`config.mk`:
```
export PLATFORM = sky130hd
export DESIGN_NAME = loop_nest_issue_sched
export DESIGN_NICKNAME = d
export VERILOG_FILES = /design/src/rtl/loop_nest_pkg.sv /design/src/rtl/nest_dim_counter.sv /design/src/rtl/loop_nest_issue_sched.sv
export SDC_FILE = /design/constraint.sdc
export NUM_CORES = 1
export LEC_CHECK = 0
export CAP_MARGIN = 40
export CORE_UTILIZATION = 40
export CTS_CLUSTER_SIZE = 10
export DETAILED_ROUTE_END_ITERATION = 10
export PLACE_DENSITY_LB_ADDON = 0.15
export SKIP_LAST_GASP = 1
export SLEW_MARGIN = 40
export SYNTH_ARGS = -nofsm -noshare
export SYNTH_HDL_FRONTEND = slang
export SYNTH_HIERARCHICAL = 1
export SYNTH_SLANG_ARGS = --single-unit
export TNS_END_PERCENT = 1
```
`constraint.sdc`:
```
create_clock -name clk -period 8.5 [get_ports clk]
set_clock_uncertainty 0.1 [all_clocks]
set_input_delay 0.85 -clock clk [delete_from_list [all_inputs] [get_ports clk]]
set_output_delay 0.85 -clock clk [all_outputs]
set_load 0.05 [all_outputs]
```
`src/rtl/loop_nest_pkg.sv`:
```
// loop_nest_pkg -- shared types and helpers for the loop-nest issue scheduler.
//   state_t : scheduler FSM encoding (IDLE / RUN / FIN)
//   ii_eff  : maps an initiation interval of 0 onto 1, otherwise passes it through
package loop_nest_pkg;

    typedef enum logic [1:0] {
        ST_IDLE = 2'd0,
        ST_RUN  = 2'd1,
        ST_FIN  = 2'd2
    } state_t;

    // Callers cast their narrower II into and out of this 32-bit form.
    function automatic logic [31:0] ii_eff(input logic [31:0] ii);
        return (ii == 32'd0) ? 32'd1 : ii;
    endfunction

endpackage

```
`src/rtl/nest_dim_counter.sv`:
```
// nest_dim_counter -- one dimension of the loop-nest odometer.
//   clk, rst  : clock, synchronous active-high reset
//   load_i    : latch trip_i and clear the index (accepted start)
//   trip_i    : trip count for this dimension
//   inc_i     : advance the index by one (issue or carry from the dimension below)
//   idx_o     : current index
//   last_o    : index is at trip-1 (wrap point)
//   carry_o   : this increment wraps, so the next-outer dimension must advance
module nest_dim_counter
    import loop_nest_pkg::*;
#(
    parameter int CW = 16
) (
    input  logic          clk,
    input  logic          rst,
    input  logic          load_i,
    input  logic [CW-1:0] trip_i,
    input  logic          inc_i,
    output logic [CW-1:0] idx_o,
    output logic          last_o,
    output logic          carry_o
);

    logic [CW-1:0] trip_q;
    logic [CW-1:0] idx_q;
    logic [CW-1:0] idx_d;

    assign last_o  = (idx_q == trip_q - CW'(1));
    assign carry_o = inc_i && last_o;
    assign idx_o   = idx_q;

    // NOTE: every variable assigned in always_comb gets a default first so no latch is inferred.
    always_comb begin
        idx_d = idx_q;
        if (load_i) begin
            idx_d = '0;
        end else if (inc_i) begin
            // Wrap happens before the counter could ever reach 2^CW-1 + 1.
            idx_d = last_o ? '0 : idx_q + CW'(1);
        end
    end

    // NOTE: sequential state is updated only with non-blocking assignments.
    always_ff @(posedge clk) begin
        if (rst) begin
            trip_q <= '0;
            idx_q  <= '0;
        end else begin
            idx_q <= idx_d;
            if (load_i) begin
                trip_q <= trip_i;
            end
        end
    end

endmodule

```
`src/rtl/loop_nest_issue_sched.sv`:
```
// loop_nest_issue_sched -- issues one iteration every II cycles over an NDIMS-deep
// loop nest (dim 0 innermost) with runtime trip counts, stall and a done pulse.
//   clk, rst       : clock, synchronous active-high reset
//   start_i        : launch the nest (honoured only in IDLE)
//   trip_counts_i  : trip count per dim, dim d at [d*CW +: CW]; sampled on accepted start
//   ii_i           : initiation interval, 0 treated as 1; sampled on accepted start
//   stall_i        : freeze the scheduler this cycle
//   busy_o         : nest in progress
//   issue_o        : one iteration issued this cycle
//   idx_o          : index of the issued iteration
//   last_o         : per-dim "index is trip-1" flags, meaningful with issue_o
//   done_o         : one-cycle pulse after the final issue (or after a zero-trip start)
//   stall_cycles_o : only with LOOP_NEST_ISSUE_SCHED_PERF_EN defined; saturating count of
//                    busy&&stall cycles, cleared on accepted start
module loop_nest_issue_sched
    import loop_nest_pkg::*;
#(
    parameter int NDIMS = 3,
    parameter int CW    = 16,
    parameter int IIW   = 8
) (
    input  logic                clk,
    input  logic                rst,
    input  logic                start_i,
    input  logic [NDIMS*CW-1:0] trip_counts_i,
    input  logic [IIW-1:0]      ii_i,
    input  logic                stall_i,
    output logic                busy_o,
    output logic                issue_o,
    output logic [NDIMS*CW-1:0] idx_o,
    output logic [NDIMS-1:0]    last_o,
    output logic                done_o
`ifdef LOOP_NEST_ISSUE_SCHED_PERF_EN
    ,
    output logic [31:0]         stall_cycles_o
`endif
);

    state_t           state_q;
    logic [IIW-1:0]   ii_cnt_q;
    logic [IIW-1:0]   ii_eff_q;
    logic             issue;
    logic             start_accept;
    logic             any_zero_trip;
    logic [NDIMS-1:0] carry;

    assign start_accept = (state_q == ST_IDLE) && start_i;
    assign issue        = (state_q == ST_RUN) && !stall_i && (ii_cnt_q == '0);

    assign busy_o  = (state_q == ST_RUN);
    assign done_o  = (state_q == ST_FIN);
    assign issue_o = issue;

    always_comb begin
        any_zero_trip = 1'b0;
        for (int d = 0; d < NDIMS; d++) begin
            if (trip_counts_i[d*CW +: CW] == '0) begin
                any_zero_trip = 1'b1;
            end
        end
    end

    // Odometer: dim 0 advances on issue, each higher dim on the carry of the one below.
    for (genvar d = 0; d < NDIMS; d++) begin : g_dim
        logic inc;
        if (d == 0) begin : g_first
            assign inc = issue;
        end else begin : g_next
            assign inc = carry[d-1];
        end

        nest_dim_counter #(.CW(CW)) u_cnt (
            .clk     (clk),
            .rst     (rst),
            .load_i  (start_accept),
            .trip_i  (trip_counts_i[d*CW +: CW]),
            .inc_i   (inc),
            .idx_o   (idx_o[d*CW +: CW]),
            .last_o  (last_o[d]),
            .carry_o (carry[d])
        );
    end

    // The outermost carry fires exactly on the issue where every dim is at its last index.
    always_ff @(posedge clk) begin
        if (rst) begin
            state_q  <= ST_IDLE;
            ii_cnt_q <= '0;
            ii_eff_q <= '0;
        end else begin
            case (state_q)
                ST_IDLE: begin
                    if (start_i) begin
                        ii_cnt_q <= '0;
                        ii_eff_q <= IIW'(ii_eff(32'(ii_i)));
                        state_q  <= any_zero_trip ? ST_FIN : ST_RUN;
                    end
                end
                ST_RUN: begin
                    if (!stall_i) begin
                        if (issue) begin
                            ii_cnt_q <= (ii_eff_q == IIW'(1)) ? '0 : IIW'(1);
                            if (carry[NDIMS-1]) begin
                                state_q <= ST_FIN;
                            end
                        end else begin
                            ii_cnt_q <= (ii_cnt_q == ii_eff_q - IIW'(1)) ? '0 : ii_cnt_q + IIW'(1);
                        end
                    end
                end
                ST_FIN:  state_q <= ST_IDLE;
                default: state_q <= ST_IDLE;
            endcase
        end
    end

`ifdef LOOP_NEST_ISSUE_SCHED_PERF_EN
    logic [31:0] stall_cycles_q;

    always_ff @(posedge clk) begin
        if (rst) begin
            stall_cycles_q <= '0;
        end else if (start_accept) begin
            stall_cycles_q <= '0;
        end else if (busy_o && stall_i && (stall_cycles_q != '1)) begin
            stall_cycles_q <= stall_cycles_q + 32'd1;
        end
    end

    assign stall_cycles_o = stall_cycles_q;
`endif

endmodule

```
==> results of run 1 <==
## power by group through the flow
stage               clock network [mW]  registers (mW)  logic, mW
detailed placement                   0           0.621      0.447
floorplan                            0           0.611      0.349
global route                     0.774           0.617      0.498
finish                           0.736           0.610      0.450
CTS                              0.752           0.610      0.450
global placement                     0           0.620      0.447
## sequential cells by signal (all words and copies together) (netlist names)
signal and count:
g_dim.u_cnt/idx_o 48, g_dim.u_cnt/trip_q 48, ii_cnt_q 8, ii_eff_q 8, state_q 2
## synthesized netlist by cell type, drive strengths merged (2+ instances only)
cell type    n
or4         10
dfxtp      114
a31oi        3
o211ai       9
o21ai       12
nand4       26
nand4b       3
or2b         2
and2        13
nor2b        8
o21bai       3
xor2        52
a311oi       3
nand2b       8
or3          5
o32ai        3
and4         4
o22ai        3
nand2       57
nor3b        7
nor4        32
o41ai        6
nand3       24
and3        13
mux2i       51
a211oi      44
xnor2       69
o2bb2ai      3
o221ai       3
nor2        77
buf          6
ha          10
or2          6
nor4b        9
nand3b       3
nor3        30
inv         17
o31a         6
a21oi       26
a2111oi      3
clkbuf      31
## per-layer routing
layer	GRT usage, %	share of wire (%)
met5	0	0
met4	6.554	1.7
met3	4.767	4.6
met2	31.36	45
met1	27.65	49
## worst max-delay path: stages (launching register included)
cell      delay, ns
dfxtp_1        0.36
inv_1          0.09
ha_1           0.21
nor3b_2        0.39
nor4b_1        0.44
nor4b_2        0.32
o211ai_1       0.19
nor4_4         0.29
buf_4          0.26
and2_2         0.44
and2_1         0.70
and4_1         0.36
and2_1         0.18
nor2b_1        0.26
nand4_1        0.14
xor2_1         0.16
a211oi_1       0.15
## final cells by class
| type | count | area (um^2) | area share, % |
|---|---|---|---|
| multi-input combinational | 651 | 4548 | 50.79 |
| sequential | 114 | 2282 | 25.49 |
| timing repair buffer | 119 | 1171 | 13.08 |
| clock buffer | 19 | 442.9 | 4.946 |
| tap | 225 | 281.5 | 3.144 |
| clock inverter | 13 | 161.4 | 1.802 |
| inverter | 18 | 67.56 | 0.7545 |
## cell families (layout without fill, tap and decap cells)
logic type	count (synthesis)	count (layout)	synth area share, %
simple gates	338	338	27.08
buf+inv	55	169	3.523
mux	51	51	7.223
compound gates	131	131	13.12
flops	114	114	32.29
xor+xnor	121	121	14.99
fa+ha+maj	10	10	1.770
## worst paths after layout
| path | endpoint | slack, ns | cells past startpoint | start |
|---|---|---|---|---|
| worst min register to register | ii_eff_q[6] | 0.40 | 2 | ii_eff_q[6] |
| worst min-delay path | ii_eff_q[6] | 0.40 | 2 | ii_eff_q[6] |
| worst max-delay path | g_dim[2].u_cnt/idx_o[14] | 3.35 | 16 | g_dim[0].u_cnt/trip_q[0] |
| worst max register to register | g_dim[2].u_cnt/idx_o[14] | 3.35 | 16 | g_dim[0].u_cnt/trip_q[0] |
==> flow_metrics.py, run 1 <==
metrics = {
    "sta": {
        "max_clock_freq_ghz": 0.1943,
        "hold_viol_final": 0,
        "maxSlewViolCount": 0,
        "tightest_slew_ns": 0.8146,
        "fin_crit_sh_pct": 60.56,
        "fin_crit_ns": 5.147,
        "finalSetupTns_ns": 0,
        "finalSetupViolCount": 0,
        "rsz0062_at_grt": "false",
        "holdWs_ns": 0.3999,
        "timing.final.ws_setup_ns": 3.353,
        "relSlewSlack_pct": 45.58,
    },
    "global_route": {
        "grtUsageTotal_pct": 20.27,
        "grt_pass1_vias": 5733,
        "grt_first_pass_wirelength_um": 29280,
        "antenna_found_initial": 0,
        "grt-ovfl-total": 0,
        "grt_max_degree": 61,
    },
    "power": {
        "seqPwrFrac_pct": 33.9,
        "pwr-share-comb_pct": 25.1,
        "leakage_nw": 3.116,
        "sw_frac_of_total_pct": 31.07,
        "cellPowerDensity_nw_per_um2": 200.6,
        "irDropWorstVdd_uv": 144.7,
        "p_sw_mw": 0.5580,
        "p_int_mw": 1.238,
        "total_power_mw": 1.796,
        "clockPowerShare_pct": 41.0,
    },
    "clock_tree": {
        "cts_resized": 0,
        "cts_buffer_depth": 2,
        "htreeDepth": 4,
        "clk_pin_slew_ns": 0.06,
        "cts.sinks": 114,
        "holdBufCountCts": 0,
        "post_cts_buffers": 0,
        "clk_latency_ns": 0.43,
        "cts_buffers": 17,
        "cts_tree": "done",
        "clockRootBuffer": "clkbuf_16",
    },
    "floorplan": {
        "core_um2": 17300,
        "dieHeight_um": 134.9,
        "die_w_um": 134.9,
        "start_util_pct": 40.86,
        "num_io_pins": 114,
        "num_rows": 48,
        "dieArea_um2": 18210,
    },
    "critical_path": {
        "crit_type": "flop to flop",
        "worstPathArrival_ns": 5.39,
        "startpoint_type": "flop",
        "worst_setup_path_end_kind": "flop",
        "cp_max_fo": 22,
        "required_ns": 8.74,
    },
    "route": {
        "viasPerCell": 5.412,
        "drcViolationCount": 0,
        "ant_nets": 0,
        "routed_wl_um": 17920,
        "vias": 6273,
        "first_pass_iters": 5,
        "drt-wirelength-per-cell_um": 15.47,
        "drt_first_iter_violations": 292,
    },
    "cells_and_area": {
        "fin_nets": 991,
        "final_cell_mix": "dfxtp_1 (114), clkdlybuf4s50_1 (112), nor2_1 (77), xnor2_1 (69), nand2_1 (57)",
        "final_cell_area_um2": 8955,
        "drive_above_1_share_pct": 8.030,
        "fin_util_pct": 51.77,
        "layout.cells.non_filler": 1159,
        "nFillCells": 1676,
        "final_common_cell": "dfxtp_1",
        "diodes": 0,
        "syn_to_final_growth_pct": 26.70,
    },
    "hold_path": {
        "min_path_type": "flop to flop",
    },
    "run_status": {
        "status": "complete, no violations",
    },
    "logic_synthesis": {
        "synth_top_area_share_pct": 32.29,
        "yosys_warnings": 6,
        "avgSynthCellArea_um2": 8.620,
        "synth_top_area_cell": "dfxtp_1",
        "ys_seq_elements": 114,
        "synthDistinctLibCells": 59,
        "async_flop_share_pct": 0,
        "yosys_most_used_dff": "dfxtp_1",
        "synth.yosys.seq_area_share_pct": 32.29,
        "synth_area_um2": 7068,
        "synth_nets": 890,
        "synth_area_leaders": "dfxtp_1 (32%), xnor2_1 (8.6%), mux2i_1 (7.2%), xor2_1 (6.4%), a211oi_1 (4.7%)",
        "synth_edf_count": 0,
        "syn_inst": 820,
    },
    "run": {
        "timing.max_cap.violations": 0,
    },
    "placed_design": {
        "dpl_worst_slack_ns": 2.675,
        "dp_cells": 1125,
        "gp_congestion": 0.8175,
        "io_buffers": 113,
        "place_area_um2": 8324,
        "dp_hpwl_um": 13000,
    },
}
Power figures use the tool's default switching activity.
==> inputs of run 2 (changes only) <==
==> constraint.sdc (replaced) <==
create_clock -name clk -period 4.8 [get_ports clk]
set_clock_uncertainty 0.1 [all_clocks]
set_input_delay 0.48 -clock clk [delete_from_list [all_inputs] [get_ports clk]]
set_output_delay 0.48 -clock clk [all_outputs]
set_load 0.05 [all_outputs]
==> run 2 against run 1 <==
Worst setup slack got worse by 2.9 ns; clock-buffer cell count rose by 2; first-iteration DRC count grew 40%; via count is 1.8% higher; non-clock buffer count is 6 higher; critical path type is now flop to primary output; largest power group unchanged; sequential power up 77%.
==> flow_metrics.py, run 2 (synthesis gave the netlist of run 1 again) <==
metrics = {
    "run_status": {
        "status": "complete, no violations",
    },
    "cells_and_area": {
        "final_common_cell": "dfxtp_1",
        "fin_util_pct": 51.96,
        "fin_nets": 997,
        "final_cell_area_um2": 8987,
        "diodes": 0,
        "nFillCells": 1654,
        "seq_area_um2": 2282,
        "syn_to_final_growth_pct": 27.16,
        "multi_input_area_um2": 4537,
        "drive_above_1_share_pct": 8.200,
        "final_cell_mix": "dfxtp_1 (114), clkdlybuf4s50_1 (112), nor2_1 (77), xnor2_1 (69), nand2_1 (57)",
    },
    "global_route": {
        "grt-ovfl-total": 0,
        "antenna_found_initial": 0,
        "grt_first_pass_wirelength_um": 29780,
        "grt_pass1_vias": 5873,
        "grt_max_degree": 43,
        "grtUsageTotal_pct": 20.50,
    },
    "route": {
        "drt_first_iter_violations": 408,
        "drcViolationCount": 0,
        "routed_wl_um": 18230,
        "ant_nets": 0,
        "viasPerCell": 5.485,
        "drt-wirelength-per-cell_um": 15.66,
        "vias": 6384,
        "first_pass_iters": 4,
    },
    "run": {
        "timing.max_cap.violations": 0,
    },
    "clock_tree": {
        "clk_latency_ns": 0.42,
        "cts_resized": 0,
        "post_cts_buffers": 0,
        "holdBufCountCts": 0,
        "cts.sinks": 114,
        "clockRootBuffer": "clkbuf_16",
        "cts_tree": "done",
        "clk_pin_slew_ns": 0.05,
        "htreeDepth": 4,
        "cts_buffer_depth": 2,
        "cts_buffers": 17,
    },
    "sta": {
        "holdWs_ns": 0.3987,
        "hold_viol_final": 0,
        "finalSetupTns_ns": 0,
        "rsz0062_at_grt": "false",
        "relSlewSlack_pct": 57.40,
        "tightest_slew_ns": 0.6301,
        "max_clock_freq_ghz": 0.2293,
        "finalSetupViolCount": 0,
        "maxSlewViolCount": 0,
        "fin_crit_sh_pct": 90.86,
        "fin_crit_ns": 4.361,
    },
    "placed_design": {
        "gp_congestion": 0.8503,
        "dp_hpwl_um": 13210,
        "io_buffers": 113,
        "place_area_um2": 8384,
    },
    "critical_path": {
        "crit_type": "flop to primary output",
        "worst_setup_path_end_kind": "primary output",
        "cp_max_fo": 7,
        "required_ns": 4.22,
        "worstPathArrival_ns": 3.78,
        "startpoint_type": "flop",
    },
    "floorplan": {
        "dieHeight_um": 134.9,
        "core_um2": 17300,
        "start_util_pct": 40.86,
        "num_io_pins": 114,
        "num_rows": 48,
        "die_w_um": 134.9,
        "dieArea_um2": 18210,
    },
    "hold_path": {
        "min_path_type": "flop to flop",
    },
    "power": {
        "irDropWorstVdd_uv": 284.8,
        "cellPowerDensity_nw_per_um2": 354.9,
        "leakage_nw": 3.146,
        "total_power_mw": 3.190,
    },
}
[run 2: cell count changes in the layout (fill, tap and decap cells not counted)]
cell and change:
and2_1 +1, and2_2 -1, buf_4 +6, clkbuf_8 +2
clkinv_2 +1, clkinv_4 -3, clkinvlp_4 -1, nor3b_1 +2
nor3b_2 -2
[run 2: final timing paths]
kind	slack [ns]	cells past startpoint	start	to
max reg2reg	0.80	15	g_dim[1].u_cnt/trip_q[0]	g_dim[2].u_cnt/idx_o[14]
max	0.44	9	g_dim[1].u_cnt/trip_q[0]	last_o[1]
min reg2reg	0.40	2	ii_eff_q[6]	ii_eff_q[6]
min	0.40	2	ii_eff_q[6]	ii_eff_q[6]
[run 2: worst max-delay path, stage by stage (launching register included)]
cell and delay (ns):
dfxtp_1 0.36, inv_1 0.08, ha_1 0.21, nor3b_1 0.20, buf_4 0.18, nor4b_1 0.53, nor4b_2 0.39, o211ai_1 0.20
nor4_4 0.33, clkdlybuf4s50_1 0.88
[run 2: final cells by class]
cell class                 instances  area share, %
timing repair buffer             125          13.53
tap                              225          3.132
clock inverter                    10          1.476
sequential                       114          25.39
multi-input combinational        651          50.48
clock buffer                      21          5.235
inverter                          18         0.7518
[run 2: layer usage]
metal  part of all wire (%)  track usage, %  vias up
met4                    1.2           5.868        0
met1                     49           27.90     3018
li1                       -               -     3225
met5                      0               0        -
met3                    3.9           4.429       14
met2                     45           32.45      127
[run 2: report_power, final]
group	total, mW	internal, mW	switching (mW)
sequential	1.08	1.00	0.0801
clock	1.30	0.849	0.448
combinational	0.812	0.372	0.439
total	3.19	2.22	0.968
[run 2: stage by stage]
step / setup slack, ns / std cells
after floorplan: 0.1323 / 820
after CTS: 0.4071 / 1164
after global placement: 0.8310 / 1133
after global routing: 0.1639 / 1164
final: 0.4389 / 1164
after detailed placement: 0.8735 / 1133
==> RTL edit 1 (flow settings as in run 1) <==
The option `LOOP_NEST_ISSUE_SCHED_PERF_EN` is turned on by a define.
--- a/src/rtl/loop_nest_issue_sched.sv
+++ b/src/rtl/loop_nest_issue_sched.sv
@@ -12,6 +12,8 @@
 //   done_o         : one-cycle pulse after the final issue (or after a zero-trip start)
 //   stall_cycles_o : only with LOOP_NEST_ISSUE_SCHED_PERF_EN defined; saturating count of
 //                    busy&&stall cycles, cleared on accepted start
+`define LOOP_NEST_ISSUE_SCHED_PERF_EN
+
 module loop_nest_issue_sched
     import loop_nest_pkg::*;
 #(
Formal check against the unedited RTL (old outputs only; new: stall_cycles_o): equivalent (equiv_simple and equiv_induct, registers matched by name and starting in step).
==> RTL edit 1 against run 1 <==
Total power increased by 9.2%; synthesized area increased by 22%; wire length increased by 27%; highest routed layer unchanged; clock power increased by 14%; cell count increased by 22%; final area increased by 22%; critical endpoint unchanged; count of clock-buffer cells in the layout increased by 1; global-route usage increased by 0.74 points; sequential cell count increased by 32; setup slack got worse by 0.21 ns.
==> RTL edit 1: results <==
synth:
  syn_nets: 1069
  ys_top_cells_by_count: "dfxtp_1, nor2_1, xnor2_1"
  synth_cell_types: 63
  async_flop_share_pct: 0
  synth_compound_area_share_pct: 12.76
  seq_area_frac_synth_pct: 34.03
  synthMuxAreaShare_pct: 5.943
  synthXorXnorAreaFrac_pct: 14.99
  synthAdderAreaFrac_pct: 1.602
  synth_area_leaders: "dfxtp_1, xnor2_1, xor2_1, mux2i_1, nor2_1"
  synth_ff_type: "dfxtp_1"
finish:
  register_area_um2: 2923
  drive_above_1_share_pct: 6.702
  num_antenna_cells: 0
  clock_area_share_pct: 5.985
  clock_buffers: 20
  seq_share_pct: 26.84
  multi_input_area_um2: 5399
  largestClassByArea: "multi-input gates"
  num-multi-input-gates: 784
  seq_cells: 146
  nonClockInverterCount: 21
  nNonClkBuffers: 151
  buf_share_pct: 13.73
  nets: 1192
  fillers: 1980
hold_path:
  hp-start: "ii_eff_q[7]$_SDFFE_PP0P_"
  hold_path.class: "flop to flop"
  holdPathEnd: "ii_eff_q[7]$_SDFFE_PP0P_"
global_routing:
  grt_usage_pct: 21.01
  grt_pass1_wl_um: 37170
  grt_max_degree: 63
  grt_pass1_vias: 7224
critical_path:
  crit_path_top_delay_cell: "nor3b_1"
  worst-r2r-setup-slack_ns: 3.14
  critPathMaxFanout: 22
  crit_arrival_ns: 5.60
  r2r_cells: 17
  r2r_end: "g_dim[2].u_cnt/idx_o[14]$_SDFFE_PP0P_"
  cpPeakStageDelay_ns: 0.61
detailed_routing:
  drt-wirelength-per-cell_um: 16.11
  drt_first_iter_violations: 429
  vias: 7661
  first_pass_iters: 7
pwr:
  ir_drop_mv: 0.1057
  pwr-share-clk_pct: 42.6
  switchingPower_mw: 0.5520
  power.leakage_nw: 3.724
  seq_power_mw: 0.747
placement:
  dpl_cell_area_um2: 10210
  gp_congestion: 0.8468
  hpwl_um: 16200
  numPortBuffers: 145
die:
  die_area_um2: 22060
sta:
  slew_headroom_pct: 44.49
status:
  outcome: "completed"
clock_network:
  root_buffer: "clkbuf_16"
  clock_latency_ns: 0.42
==> RTL edit 1: changes by cell type after synthesis, moves of 4 or more <==
cell,change
and3_1,+4
and2_1,+4
xor2_1,+19
o21ai_0,+7
dfxtp_1,+32
a21oi_1,+4
nand3_1,+4
xnor2_1,+7
nor2_1,+37
nand2_1,+4
a22o_1,+4
nand4_1,+14
or3_1,+4
clkbuf_1,+10
==> RTL edit 1: through the flow <==
step | power (mW) | setup WS, ns | hold slack (ns) | instances
after floorplan | 1.035 | 3.285 | 0.3619 | 998
after global placement | 1.131 | 3.095 | 0.3901 | 1375
after detailed placement | 1.134 | 2.908 | 0.3843 | 1375
after CTS | 1.984 | 2.793 | 0.4002 | 1407
after global routing | 2.061 | 2.716 | 0.4450 | 1409
final | 1.962 | 3.140 | 0.3997 | 1409
==> RTL edit 1: metal layers <==
metal  up-vias  global-route usage [%]  share of wire (%)
met5         -                       0                  0
met4         0                   5.258               0.76
met3        14                   3.681                3.6
met2       159                   34.91                 48
met1      3596                   28.01                 48
li1       3892                       -                  -
==> RTL edit 2 (flow settings as in run 1) <==
Made on the original files. The 3 states of `state_t` get a one-hot encoding in 3 bits.
--- a/src/rtl/loop_nest_pkg.sv
+++ b/src/rtl/loop_nest_pkg.sv
@@ -3,10 +3,10 @@
 //   ii_eff  : maps an initiation interval of 0 onto 1, otherwise passes it through
 package loop_nest_pkg;
 
-    typedef enum logic [1:0] {
-        ST_IDLE = 2'd0,
-        ST_RUN  = 2'd1,
-        ST_FIN  = 2'd2
+    typedef enum logic [2:0] {
+        ST_IDLE = 3'b001,
+        ST_RUN  = 3'b010,
+        ST_FIN  = 3'b100
     } state_t;
 
     // Callers cast their narrower II into and out of this 32-bit form.
Function: no difference found for any inputs over 4 cycles, from zero or initial values and one cycle with rst high; so few cycles prove little.
==> RTL edit 2 against run 1 <==
Wire length rose by 1.7%; global-route usage shrank 0.070 points; synthesized area up 0.35%; setup slack got worse by 0.52 ns; sequential cell count grew 1; final area is 0.73% higher; total power shrank 7.1%; largest cell class unchanged.
==> RTL edit 2: results <==
critical_path:
  cpPeakStageDelay_ns: 0.73
  crit_arrival_ns: 5.88
detailed_routing:
  m1WireLength_um: 9179
  wl_met2_um: 8154
  wl_met3_um: 733
  via_per_inst: 5.471
  drt-wirelength-per-cell_um: 15.80
pwr:
  ir_drop_mv: 0.1382
  power.leakage_nw: 3.122
synth:
  syn_nets: 885
  seq_area_frac_synth_pct: 32.46
  synthCells: 815
  ys_top_cells_by_count: "dfxtp_1, nor2_1, xnor2_1"
status:
  outcome: "completed"
placement:
  place_ws_ns: 2.745
  place_inst: 1121
  dpl_cell_area_um2: 8379
  gp_congestion: 0.8336
  hpwl_um: 13170
global_routing:
  grt_use_met2_pct: 31.68
  grt_pass1_wl_um: 29450
  grt_usage_pct: 20.20
  grt_max_degree: 68
  grt_pass1_vias: 5773
sta:
  tightest_slew_ns: 0.7715
clock_network:
  clock_latency_ns: 0.41
hold_path:
  hp-start: "ii_eff_q[7]$_SDFFE_PP0P_"
finish:
  drive_above_1_share_pct: 7.643
RTL edit 2: final cells by class:
| class | count | area [um2] |
|---|---|---|
| inverter | 19 | 71.32 |
| tap | 225 | 281.5 |
| clock buffer | 21 | 450.4 |
| timing repair buffer | 120 | 1179 |
| sequential | 115 | 2302 |
| multi-input combinational | 643 | 4553 |
| fill | 1655 | 8277 |
| clock inverter | 11 | 182.7 |
RTL edit 2: logic make-up (layout without fill, tap and decap cells):
| family | count (synthesis) | count (layout) | share of synthesized area (%) |
|---|---|---|---|
| adders and majority gates | 10 | 10 | 1.764 |
| and+or+nand+nor | 331 | 331 | 27.01 |
| muxes | 51 | 51 | 7.197 |
| AOI/OAI and AO/OA | 132 | 132 | 13.53 |
| xor gates and xnor gates | 119 | 119 | 14.69 |
| buffers and inverters | 57 | 171 | 3.351 |
| DFF | 115 | 115 | 32.46 |
RTL edit 2: worst max-delay path, delay by kind of cell (launching register included):
| kind | cells | cell delay, ns |
|---|---|---|
| simple gates | 10 | 4.00 |
| compound gates | 2 | 0.39 |
| flops | 1 | 0.36 |
| buf+inv | 2 | 0.34 |
| fa+ha+maj | 1 | 0.21 |
| xor+xnor | 1 | 0.15 |
RTL edit 2: power by group:
group,switching [mW],internal (mW)
Clock,0.252,0.525
Combinational,0.158,0.143
Sequential,0.0300,0.560
RTL edit 2: worst paths after layout:
check / end / slack (ns)
hold reg to reg: ii_eff_q[7]$_SDFFE_PP0P_ / 0.39
setup / recovery: g_dim[2].u_cnt/idx_o[10]$_SDFFE_PP0P_ / 2.84
hold / removal: ii_eff_q[7]$_SDFFE_PP0P_ / 0.39
setup reg to reg: g_dim[2].u_cnt/idx_o[10]$_SDFFE_PP0P_ / 2.84
